`src/rtl/arb_mux_2x1.sv`:
```
// arb_mux_2x1: round-robin packet arbiter in front of a 2:1 valid/ready mux.
// A grant is held from the IDLE->GRANT transition until the last beat of the
// packet is accepted, so packets from the two requesters never interleave.
// Optional build macro ARB_STATS_EN adds per-requester completed-packet
// counters (pkt_cnt0/pkt_cnt1, 16 bits, saturating).
module arb_mux_2x1 #(
  parameter int DW = 8
) (
  input  logic          clk,
  input  logic          rst,
  input  logic          req0_valid,
  input  logic [DW-1:0] req0_data,
  input  logic          req0_last,
  output logic          req0_ready,
  input  logic          req1_valid,
  input  logic [DW-1:0] req1_data,
  input  logic          req1_last,
  output logic          req1_ready,
  output logic          out_valid,
  output logic [DW-1:0] out_data,
  output logic          out_last,
  input  logic          out_ready,
  output logic          sel,
  output logic          busy
`ifdef ARB_STATS_EN
  ,
  output logic [15:0]   pkt_cnt0,
  output logic [15:0]   pkt_cnt1
`endif
);

  localparam logic [1:0] IDLE   = 2'd0;
  localparam logic [1:0] GRANT0 = 2'd1;
  localparam logic [1:0] GRANT1 = 2'd2;

  logic [1:0] state;
  logic       rr_ptr;   // requester preferred on the next contended arbitration
  logic [1:0] vld;
  logic [1:0] gnt;
  logic [1:0] rdy;
  logic       xfer;
  logic       done;     // last beat of the granted packet accepted this cycle

  assign vld = {req1_valid, req0_valid};
  assign gnt = {state == GRANT1, state == GRANT0};

  // Readys follow out_ready only for the owner; nothing is accepted under reset.
  assign rdy        = rst ? 2'b00 : (gnt & {2{out_ready}});
  assign req0_ready = rdy[0];
  assign req1_ready = rdy[1];

  // out_valid depends on state and requester valid only, never on out_ready.
  assign out_valid = !rst && |(gnt & vld);
  assign out_data  = sel ? req1_data : req0_data;
  assign out_last  = sel ? req1_last : req0_last;
  assign busy      = (state != IDLE);

  assign xfer = out_valid && out_ready;
  assign done = xfer && out_last;

  // Grant FSM: arbitrate in IDLE, hold the grant until the last beat transfers.
  always_ff @(posedge clk) begin
    if (rst) begin
      state  <= IDLE;
      rr_ptr <= 1'b0;
      sel    <= 1'b0;
    end else begin
      case (state)
        IDLE: begin
          if (vld[0] && (!vld[1] || !rr_ptr)) begin
            state <= GRANT0;
            sel   <= 1'b0;
          end else if (vld[1]) begin
            state <= GRANT1;
            sel   <= 1'b1;
          end
        end
        GRANT0, GRANT1: begin
          // Pointer moves to the requester that did not just finish.
          if (done) begin
            state  <= IDLE;
            rr_ptr <= (state == GRANT0);
          end
        end
        default: state <= IDLE;
      endcase
    end
  end

`ifdef ARB_STATS_EN
  // Completed-packet counters, saturating at all-ones.
  always_ff @(posedge clk) begin
    if (rst) begin
      pkt_cnt0 <= 16'h0000;
      pkt_cnt1 <= 16'h0000;
    end else begin
      if (done && gnt[0] && pkt_cnt0 != 16'hFFFF) pkt_cnt0 <= pkt_cnt0 + 16'd1;
      if (done && gnt[1] && pkt_cnt1 != 16'hFFFF) pkt_cnt1 <= pkt_cnt1 + 16'd1;
    end
  end
`endif

endmodule

```
`config.mk`:
```
export PLATFORM = sky130hd
export DESIGN_NAME = arb_mux_2x1
export DESIGN_NICKNAME = d
export VERILOG_FILES = /design/src/rtl/arb_mux_2x1.sv
export SDC_FILE = /design/constraint.sdc
export NUM_CORES = 1
export LEC_CHECK = 0
export ABC_AREA = 1
export BUFFER_PORTS_ARGS = -buffer_cell sky130_fd_sc_hd__buf_4
export CAP_MARGIN = 25
export CELL_PAD_IN_SITES_DETAIL_PLACEMENT = 1
export CELL_PAD_IN_SITES_GLOBAL_PLACEMENT = 2
export CORE_MARGIN = 4
export CORE_UTILIZATION = 17
export CTS_BUF_LIST = sky130_fd_sc_hd__clkbuf_8
export DETAILED_ROUTE_END_ITERATION = 7
export MAX_ROUTING_LAYER = met4
export PLACE_DENSITY_LB_ADDON = 0.1
export SYNTH_ARGS = -nofsm -noshare
export SYNTH_HDL_FRONTEND = slang
export SYNTH_SLANG_ARGS = --single-unit
```
`constraint.sdc`:
```
create_clock -name clk -period 1.4 [get_ports clk]
set_input_delay 0.42 -clock clk [delete_from_list [all_inputs] [get_ports clk]]
set_output_delay 0.42 -clock clk [all_outputs]
set_load 0.05 [all_outputs]
```
== Word-level counts from Yosys, hierarchy flattened ==
Index checks and enable logic that the tools add are counted.
Storage, ports and cells
  logic and storage cells: 34
  flip-flop bits (word level): 4
  input port bits: 23
Cells by class
  bitwise logic cells: 2
  muxes and demuxes: 9
  equal/unequal tests: 4
  reductions and logical operators: 16
Operators with widths (count)
  2-bit 2-to-1 mux: 4
  8-bit 2-to-1 mux: 1
  2-bit AND reduction: 3
  2-bit AND: 2
  1-bit logical AND: 4
  2-bit one-hot mux with 2 select lines: 1
  2-bit nonzero test: 2
  2-bit OR reduction: 2
  1-bit logical NOT: 3
  1-bit 2-to-1 mux: 3
  3-bit != test, second input constant: 1
  2-bit by 1-bit equality test with 1-bit output, second input constant: 1
  2-bit equality test, second input constant: 1
  2-bit logical NOT: 1
  2-bit != test, second input constant: 1
  1-bit logical OR: 1

== Longest topological paths before layout ==
Gate-level depths: netlist (run 1).
  word-level depth: 8
  mapped depth: 9
  gate-level depth less buffers: 9

== Worst setup path before layout (run 1) ==
OpenSTA, ideal clock, no wires.
  path type: register to output
  start: reg sel
  end: out out_data[0]
  arrival time: 1254 ps
  slack: -274 ps
  stages on the path, launching flop included: 4
  buffers on the path: 1
  cell sequence: dfxtp_1 -> buf_6 -> nand2_1 -> nand2_1
On the way
  longest elaborated chain between the ends: 1
RTL lines
  start, declared: line 23  | output logic sel,
  start signal, assigned: line 66  | sel <= 1'b0;
  start signal, assigned: line 72  | sel <= 1'b0;
  start signal, assigned: line 75  | sel <= 1'b1;
  8-bit 2-to-1 mux: line 54  | assign out_data = sel ? req1_data : req0_data;
  end, declared: line 20  | output logic [DW-1:0] out_data,
No other way between the ends.

== Final worst setup path (run 1) ==
  start: reg state[0]
  end: out out_valid
On the way
  longest elaborated chain between the ends: 4
RTL lines
  start, declared: line 36  | logic [1:0] state;
  start signal, assigned: line 64  | state <= IDLE;
  start signal, assigned: line 71  | state <= GRANT0;
  start signal, assigned: line 74  | state <= GRANT1;
  2-bit by 1-bit equality test with 1-bit output or 2-bit equality test (tied branches): line 45  | assign gnt = {state == GRANT1, state == GRANT0};
  2-bit AND *: line 53  | assign out_valid = !rst && |(gnt & vld);
  2-bit OR reduction *: line 53
  1-bit logical AND *: line 53
  end, declared: line 19  | output logic out_valid,
Every way passes the cells marked *; elsewhere a longest branch is shown, timed or not.

==> results of run 1 <==
## per-layer routing
metal	up-vias	track usage
met2	26	0.2168
met4	0	0.02913
met5	-	-
met3	0	0.01525
met1	292	0.1229
li1	330	-
## stage by stage
stage	setup slack, ns	total power [W]
3_3_place_gp	-0.03444	0.0007813
4_1_cts	-0.2351	0.001251
5_1_grt	-0.2730	0.001374
2_1_floorplan	-0.03250	0.0005488
3_5_place_dp	-0.04949	0.0007874
6_report	-0.2217	0.001300
## synth_stat cells, drive strengths merged
cell type and n:
nand2 40, nand3 2, ha 3, and2 1, a21boi 1, a21oi 3
nor3b 1, buf 1, dfxtp 4, nor2 6, inv 10, o21ai 2
## flip-flops by register name (all words and copies together), names as in the netlist
signal,cells
state,2
sel,1
rr_ptr,1
## area by class of cell
cell class | instances | area share
multi-input combinational | 59 | 0.4260
tap | 30 | 0.03000
timing repair buffer | 51 | 0.3940
clock buffer | 3 | 0.03300
sequential | 4 | 0.07300
clock inverter | 1 | 0.003000
inverter | 10 | 0.04100
## final timing paths
check / startpoint / endpoint / slack [ns] / cells after the start
min reg2reg: rr_ptr$_SDFFE_PP0P_ / rr_ptr$_SDFFE_PP0P_ / 0.49 / 2
min: rr_ptr$_SDFFE_PP0P_ / rr_ptr$_SDFFE_PP0P_ / 0.49 / 2
max reg2reg: state[0]$_SDFFE_PP0P_ / state[1]$_SDFFE_PP0P_ / -0.01 / 10
max: state[0]$_SDFFE_PP0P_ / out_valid / -0.22 / 7
## power groups by stage
stage	clock network, W	logic, W	registers [W]
after floorplan	0	0.000390	0.000159
after global placement	0	0.000630	0.000151
after detailed placement	0	0.000635	0.000152
after CTS	0.000262	0.000826	0.000163
after global routing	0.000263	0.000944	0.000166
final	0.000246	0.000891	0.000163
## critical path, delay by kind of cell, from the launching register on
kind | cells | cell delay (ns)
buf+inv | 3 | 0.28
flops | 1 | 0.37
simple gates | 3 | 0.19
fa+ha+maj | 1 | 0.16
## cell families after synthesis
logic type	Yosys count	synth area share
adders and majority gates	3	0.08404
AOI/OAI and AO/OA	6	0.1065
and+or+nand+nor	50	0.5210
DFF	4	0.1793
buffers and inverters	11	0.1092
## what timing repair did
item | 4_1_cts | 5_1_grt
setup buffers | 4 | 3
pin swaps | 16 | 10
cloned | 0 | 0
resized for setup | 57 | 19
setup endpoints to repair | 16 | 17
==> impl_metrics.toml, run 1 <==
[run_status]
status = "complete, but fails checks"
violations = "negative setup slack"

[finish]
regArea_um2 = 91.34
multiInputGateArea_um2 = 533.0
fin_cells = 158
nNetsFinal = 155
num-fill-cells = 292
antennaDiodeCount = 0
final_util = 0.5005
area_growth_pct = 180.1
final_common_cell = "buf_4"
drive_gt1_frac = 0.8047
fin_area_mm2 = 0.001251
layout_common_cells = "buf_4, nand2_4, nand2_1, buf_8, nand2_2"

[pwr]
p_per_area_mw_per_mm2 = 1039
power_frac_seq = 0.125
p_int_w = 0.0007322
switching_share = 0.4370
p_comb_frac = 0.685
total_leakage_power_nw = 0.6446
vdd_drop_max_mv = 0.8677
power.switching_w = 0.0005682
p_clk_frac = 0.189

[sta]
rsz0062_at_grt = "true"
finalSetupViolCount = 13
fin_crit_sh = 1.158
worst_slack_ns = -0.2217
hold_violations = 0
hold_slack_ns = 0.4934
clock.fmax_ghz = 0.6167
period_minus_slack_ns = 1.622
clock_skew_ns = 0.006055
final.setup.tns_ns = -1.046
worstMarginPinSlew_ns = 0.2858
slew_viol_final = 0
slew_headroom = 0.8077

[place]
place_inst = 150
postPlaceCellArea_um2 = 888.4
port_buffers = 36
routabilityCongestion = 0.7251
post-dp-hpwl_um = 1438

[floorplanning]
initial_utilization = 0.1787
io_pins = 37
die_x_um = 59.26
die_h_um = 59.26
coreArea_mm2 = 0.002500
dieArea_mm2 = 0.003512
num_rows = 18

[clocking]
cts-hold-fix-buffers = 0
clkTransAtPathRegs_ns = 0.03
max-clock-path-buffers = 2
ctsHtreeMaxLevel = 1
clock_latency_ns = 0.22
cts_tree = "yes"
cts_made_buffers = 3
cts_root_buf = "clkbuf_8"
clock-sinks = 4

[critical_path]
crit_arrival_ns = 1.20
cp_max_fo = 3
slowest_stage = "dfxtp_4"
cpPeakStageDelay_ns = 0.37
start_kind = "register"
critical_path_class = "reg -> out"
crit_required_ns = 0.98
crit_chain = "inv_4 > ha_4 > nand2_2 > nand2_2 > nand2_2 > clkinvlp_4 > buf_8"
crit_path_end_kind = "output pin"
crit_top_cell = "nand2_2"

[synth]
synth_warnings = 0
synth_top_area_share = 0.3109
synth_cell_types = 18
synth-seq-cells = 4
synth.area.top_cells = "nand2_1, dfxtp_1, ha_1"
yosysSeqAreaShare = 0.1793
yosysTopAreaCell = "nand2_1"
synth_area_per_cell_um2 = 6.036
syn_inst = 74
syn_area_um2 = 446.7
syn_nets = 100

[flow_run]
maxCapViolations = 0

[routing]
routed_wl_um = 1875
top_layer = "met3"
wl_met3_um = 146
wl_met1_um = 744
dr.pass1.iters = 2
drt_iter0_drc = 15
detail-route-antenna-nets = 0
wl_per_cell_um = 11.87
viasPerCell = 4.101
wl_met2_um = 983
drcViolationCount = 0
via_count = 648

[global_routing]
antenna_found_initial = 0
grt.overflow.total = 0
grt_pass1_wl_um = 3022
grt_pass1_vias = 728
grt_usage = 0.1145
grt_start_max_net_pins = 10

[hold_path]
hold_path.class = "reg -> reg"
Power figures use the tool's default switching activity.
==> run 2, diff against run 1 <==
CORE_MARGIN = 2   (was 4)
CORE_UTILIZATION = 18   (was 17)
clock period = 2 ns   (was 1.4 ns; I/O delays follow)
==> impl_metrics.toml, run 2 (same netlist as run 1, synthesis figures left out) <==
[run_status]
status = "completed"

[sta]
rsz0062_at_grt = "false"
worstMarginPinSlew_ns = 0.3202
fin_crit_sh = 0.9593
slew_viol_final = 0
clock.fmax_ghz = 0.5212
slew_headroom = 0.7846
clock_skew_ns = 0.002286
period_minus_slack_ns = 1.919
hold_violations = 0
final.setup.tns_ns = 0
finalSetupViolCount = 0

[critical_path]
crit_path_end_kind = "output pin"
ff2ff_path_depth = 9
cp_top_family = "flip-flops"
crit_required_ns = 1.40
crit_buf_inv = 3
crit_chain = "inv_1 > ha_1 > nand2_1 > nand2_1 > nand2_2 > inv_1 > buf_4"
r2r-end = "state[0]$_SDFFE_PP0P_"
r2r_setup_slack_ns = 0.67
cp_max_fo = 3
cpPeakStageDelay_ns = 0.35
start_kind = "register"
r2r_start = "state[1]$_SDFFE_PP0P_"
slowest_stage = "dfxtp_1"
critical_path_class = "reg -> out"
crit_arrival_ns = 1.32

[floorplanning]
coreArea_mm2 = 0.002410
dieArea_mm2 = 0.002896
die_h_um = 53.82
initial_utilization = 0.1854
die_x_um = 53.82
io_pins = 37
num_rows = 18

[clocking]
clkTransAtPathRegs_ns = 0.03
ctsHtreeMaxLevel = 1
clock_latency_ns = 0.21
clock-sinks = 4
post_cts_buffers = 0
cts_tree = "yes"
cts_made_buffers = 3
cts-hold-fix-buffers = 0
max-clock-path-buffers = 2
cts_root_buf = "clkbuf_8"
cts_resized = 0

[global_routing]
grt_usage = 0.1113
grt_pass1_wl_um = 2249
antenna_found_initial = 0
grt_pass1_vias = 574
grt.overflow.total = 0
grt_start_max_net_pins = 11

[routing]
routed_wl_um = 1436
dr.pass1.iters = 1
drcViolationCount = 0
via_count = 580
wl_per_cell_um = 10.04
drt_iter0_drc = 0
viasPerCell = 4.056
detail-route-antenna-nets = 0

[hold_path]
hold_depth = 2
min_to = "rr_ptr$_SDFFE_PP0P_"
holdCritStartpoint = "rr_ptr$_SDFFE_PP0P_"
hold_path.class = "reg -> reg"

[finish]
largest_reg_flops = 2
top_regs = "state (2), rr_ptr (1), sel (1)"
antennaDiodeCount = 0
multiInputGateArea_um2 = 317.8
num-fill-cells = 322
fin_area_um2 = 792.0
layout_common_cells = "nand2_1, buf_4, inv_1"
regArea_um2 = 80.08
nNetsFinal = 141
area_growth_pct = 77.31
drive_gt1_frac = 0.4425
top_register = "state"

[place]
post-dp-hpwl_um = 1248
routabilityCongestion = 0.7111
port_buffers = 36
postPlaceCellArea_um2 = 750.7

[pwr]
total_leakage_power_nw = 0.4411
vdd_drop_max_mv = 0.5211
p_per_area_mw_per_mm2 = 816.3

[flow_run]
maxCapViolations = 0
-- run 2: power breakdown --
group	internal (W)	switching [W]	leakage (nW)
combinational	0.000132	0.000247	0.387
sequential	0.0000907	0.00000965	0.0328
clock	0.000128	0.0000386	0.0216
-- run 2: how the worst max path moves through the flow --
stage / from / endpoint / slack, ns / depth (start not counted)
floorplan: out_ready / req0_ready / 0.11 / 2
global placement: req1_last / out_last / 0.20 / 5
detailed placement: req1_last / out_last / 0.18 / 5
CTS: state[1]$_SDFFE_PP0P_ / out_valid / 0.05 / 7
global route: state[1]$_SDFFE_PP0P_ / out_valid / 0.003 / 7
finish: state[1]$_SDFFE_PP0P_ / out_valid / 0.08 / 7
-- run 2: routing by layer --
metal / part of all wire / wire length [um] / track usage
met2: 0.48 / 683 / 0.1992
met1: 0.38 / 543 / 0.1061
met4: 0.019 / 27 / 0.05128
met5: 0 / 0 / -
met3: 0.13 / 182 / 0.03889
-- run 2: worst min-delay path, delay by kind of cell (launching register included) --
family	cells	cell delay [ns]
simple gates	2	0.13
flops	1	0.31
-- run 2: area by class of cell --
cell class / instances / share of cell area
Sequential cell: 4 / 0.1011
Clock buffer: 3 / 0.05213
Tap cell: 30 / 0.04739
Timing Repair Buffer: 37 / 0.3507
Multi-Input combinational cell: 59 / 0.4013
Inverter: 10 / 0.04739
-- run 2: metrics by stage --
stage	power, W	worst slack, ns	cells	hold WS, ns	util
2_1_floorplan	0.0003650	0.1140	74	0.4497	-
3_3_place_gp	0.0004849	0.1953	140	0.4819	0.3115
3_5_place_dp	0.0004879	0.1762	140	0.4770	0.3115
4_1_cts	0.0006595	0.05238	143	0.4858	0.3287
5_1_grt	0.0006928	0.002509	143	0.5119	0.3287
6_report	0.0006465	0.08147	143	0.4757	0.3287
==> run 3, diff against run 2 <==
RECOVER_POWER = 100   (was unset)
SKIP_LAST_GASP = 1   (was unset)
SLEW_MARGIN = 30   (was unset)
==> impl_metrics.toml, run 3 (same netlist as run 1, synthesis figures left out) <==
[critical_path]
crit_arrival_ns = 1.28
crit_path_end_kind = "output pin"
ff2ff_path_depth = 9
crit_required_ns = 1.40
start_kind = "register"
r2r_setup_slack_ns = 0.45
cp_max_fo = 3
critical_path_class = "reg -> out"

[finish]
drive_gt1_frac = 0.4071
fin_area_um2 = 755.7
antennaDiodeCount = 0
layout_common_cells = "nand2_1, buf_4, inv_1"
largest_reg_flops = 2
area_growth_pct = 69.19
top_regs = "state (2), rr_ptr (1), sel (1)"
nNetsFinal = 141
top_register = "state"
final_common_cell = "nand2_1"

[routing]
routed_wl_um = 1439
wl_per_cell_um = 10.06
wl_met3_um = 185
wl_met2_um = 680
drt_iter0_drc = 0
wl_met1_um = 546
dr.pass1.iters = 1
detail-route-antenna-nets = 0
drcViolationCount = 0
viasPerCell = 4.070
via_count = 582
top_layer = "met4"

[sta]
clock_skew_ns = 0.002348
clock.fmax_ghz = 0.5305
slew_headroom = 0.7278
final.setup.tns_ns = 0
hold_slack_ns = 0.4756
worstMarginPinSlew_ns = 0.4040
fin_crit_sh = 0.9424
finalSetupViolCount = 0
slew_viol_final = 0
worst_slack_ns = 0.1152
rsz0062_at_grt = "false"
hold_violations = 0
period_minus_slack_ns = 1.885

[hold_path]
hold_path.class = "reg -> reg"
hold_depth = 2

[pwr]
p_clk_frac = 0.269
power.switching_w = 0.0002869
p_int_w = 0.0003299
vdd_drop_max_mv = 0.5186
p_comb_frac = 0.569
finalPower_w = 0.0006168
total_leakage_power_nw = 0.4324
p_per_area_mw_per_mm2 = 816.2
switching_share = 0.4652
power_frac_seq = 0.162

[global_routing]
grt_usage = 0.1113
antenna_found_initial = 0
grt.overflow.total = 0
grt_pass1_vias = 574
grt_start_max_net_pins = 11
grt_pass1_wl_um = 2249

[clocking]
cts_tree = "yes"
cts_made_buffers = 3
cts_resized = 0
clock-sinks = 4
clock_latency_ns = 0.21
cts-hold-fix-buffers = 0
cts_root_buf = "clkbuf_8"
clkTransAtPathRegs_ns = 0.03
max-clock-path-buffers = 2
post_cts_buffers = 0
ctsHtreeMaxLevel = 1

[run_status]
status = "completed"

[floorplanning]
coreArea_mm2 = 0.002410
io_pins = 37
num_rows = 18
die_x_um = 53.82
die_h_um = 53.82
initial_utilization = 0.1854
dieArea_mm2 = 0.002896

[place]
postPlaceCellArea_um2 = 750.7
post-dp-hpwl_um = 1248
port_buffers = 36
place_ws_ns = 0.1762
routabilityCongestion = 0.7111

[flow_run]
maxCapViolations = 0
## run 3: cell types whose count changed in the layout (fill, tap and decap cells not counted), sizes merged
cell,before,now
buf,37,29
clkbuf,3,11
## run 3: worst paths after layout
kind,from,to
worst max-delay path,state[1]$_SDFFE_PP0P_,out_valid
worst min-delay path,rr_ptr$_SDFFE_PP0P_,rr_ptr$_SDFFE_PP0P_
worst max register to register,state[1]$_SDFFE_PP0P_,state[0]$_SDFFE_PP0P_
worst min register to register,rr_ptr$_SDFFE_PP0P_,rr_ptr$_SDFFE_PP0P_
## run 3: per-layer routing
| layer | up-vias | global-route usage |
|---|---|---|
| met5 | - | - |
| met4 | 0 | 0.05128 |
| met3 | 4 | 0.03889 |
| met2 | 24 | 0.1992 |
| met1 | 255 | 0.1061 |
| li1 | 299 | - |
## run 3: critical path: stages (launching register included)
cell	delay [ns]
dfxtp_1	0.35
inv_1	0.07
ha_1	0.22
nand2_1	0.07
nand2_1	0.05
nand2_1	0.08
inv_1	0.04
buf_4	0.18
## run 3: final cells by class
cell class,count,area [um^2]
Fill cell,325,1654
Multi-Input combinational cell,59,299.0
Timing Repair Buffer,37,260.3
Sequential cell,4,80.08
Clock buffer,3,41.29
Inverter,10,37.54
Tap cell,30,37.54
## run 3: stage by stage
stage	std cells	util
global route	143	0.3136
CTS	143	0.3287
global placement	140	0.3115
floorplan	74	-
finish	143	0.3136
detailed placement	140	0.3115
## run 3: power groups by stage
stage | registers [W] | logic [W] | clock network, W
after floorplan | 0.000108 | 0.000257 | 0
after global placement | 0.000102 | 0.000383 | 0
after detailed placement | 0.000102 | 0.000386 | 0
after CTS | 0.000101 | 0.000387 | 0.000172
after global routing | 0.000101 | 0.000383 | 0.000178
final | 0.0000999 | 0.000351 | 0.000166
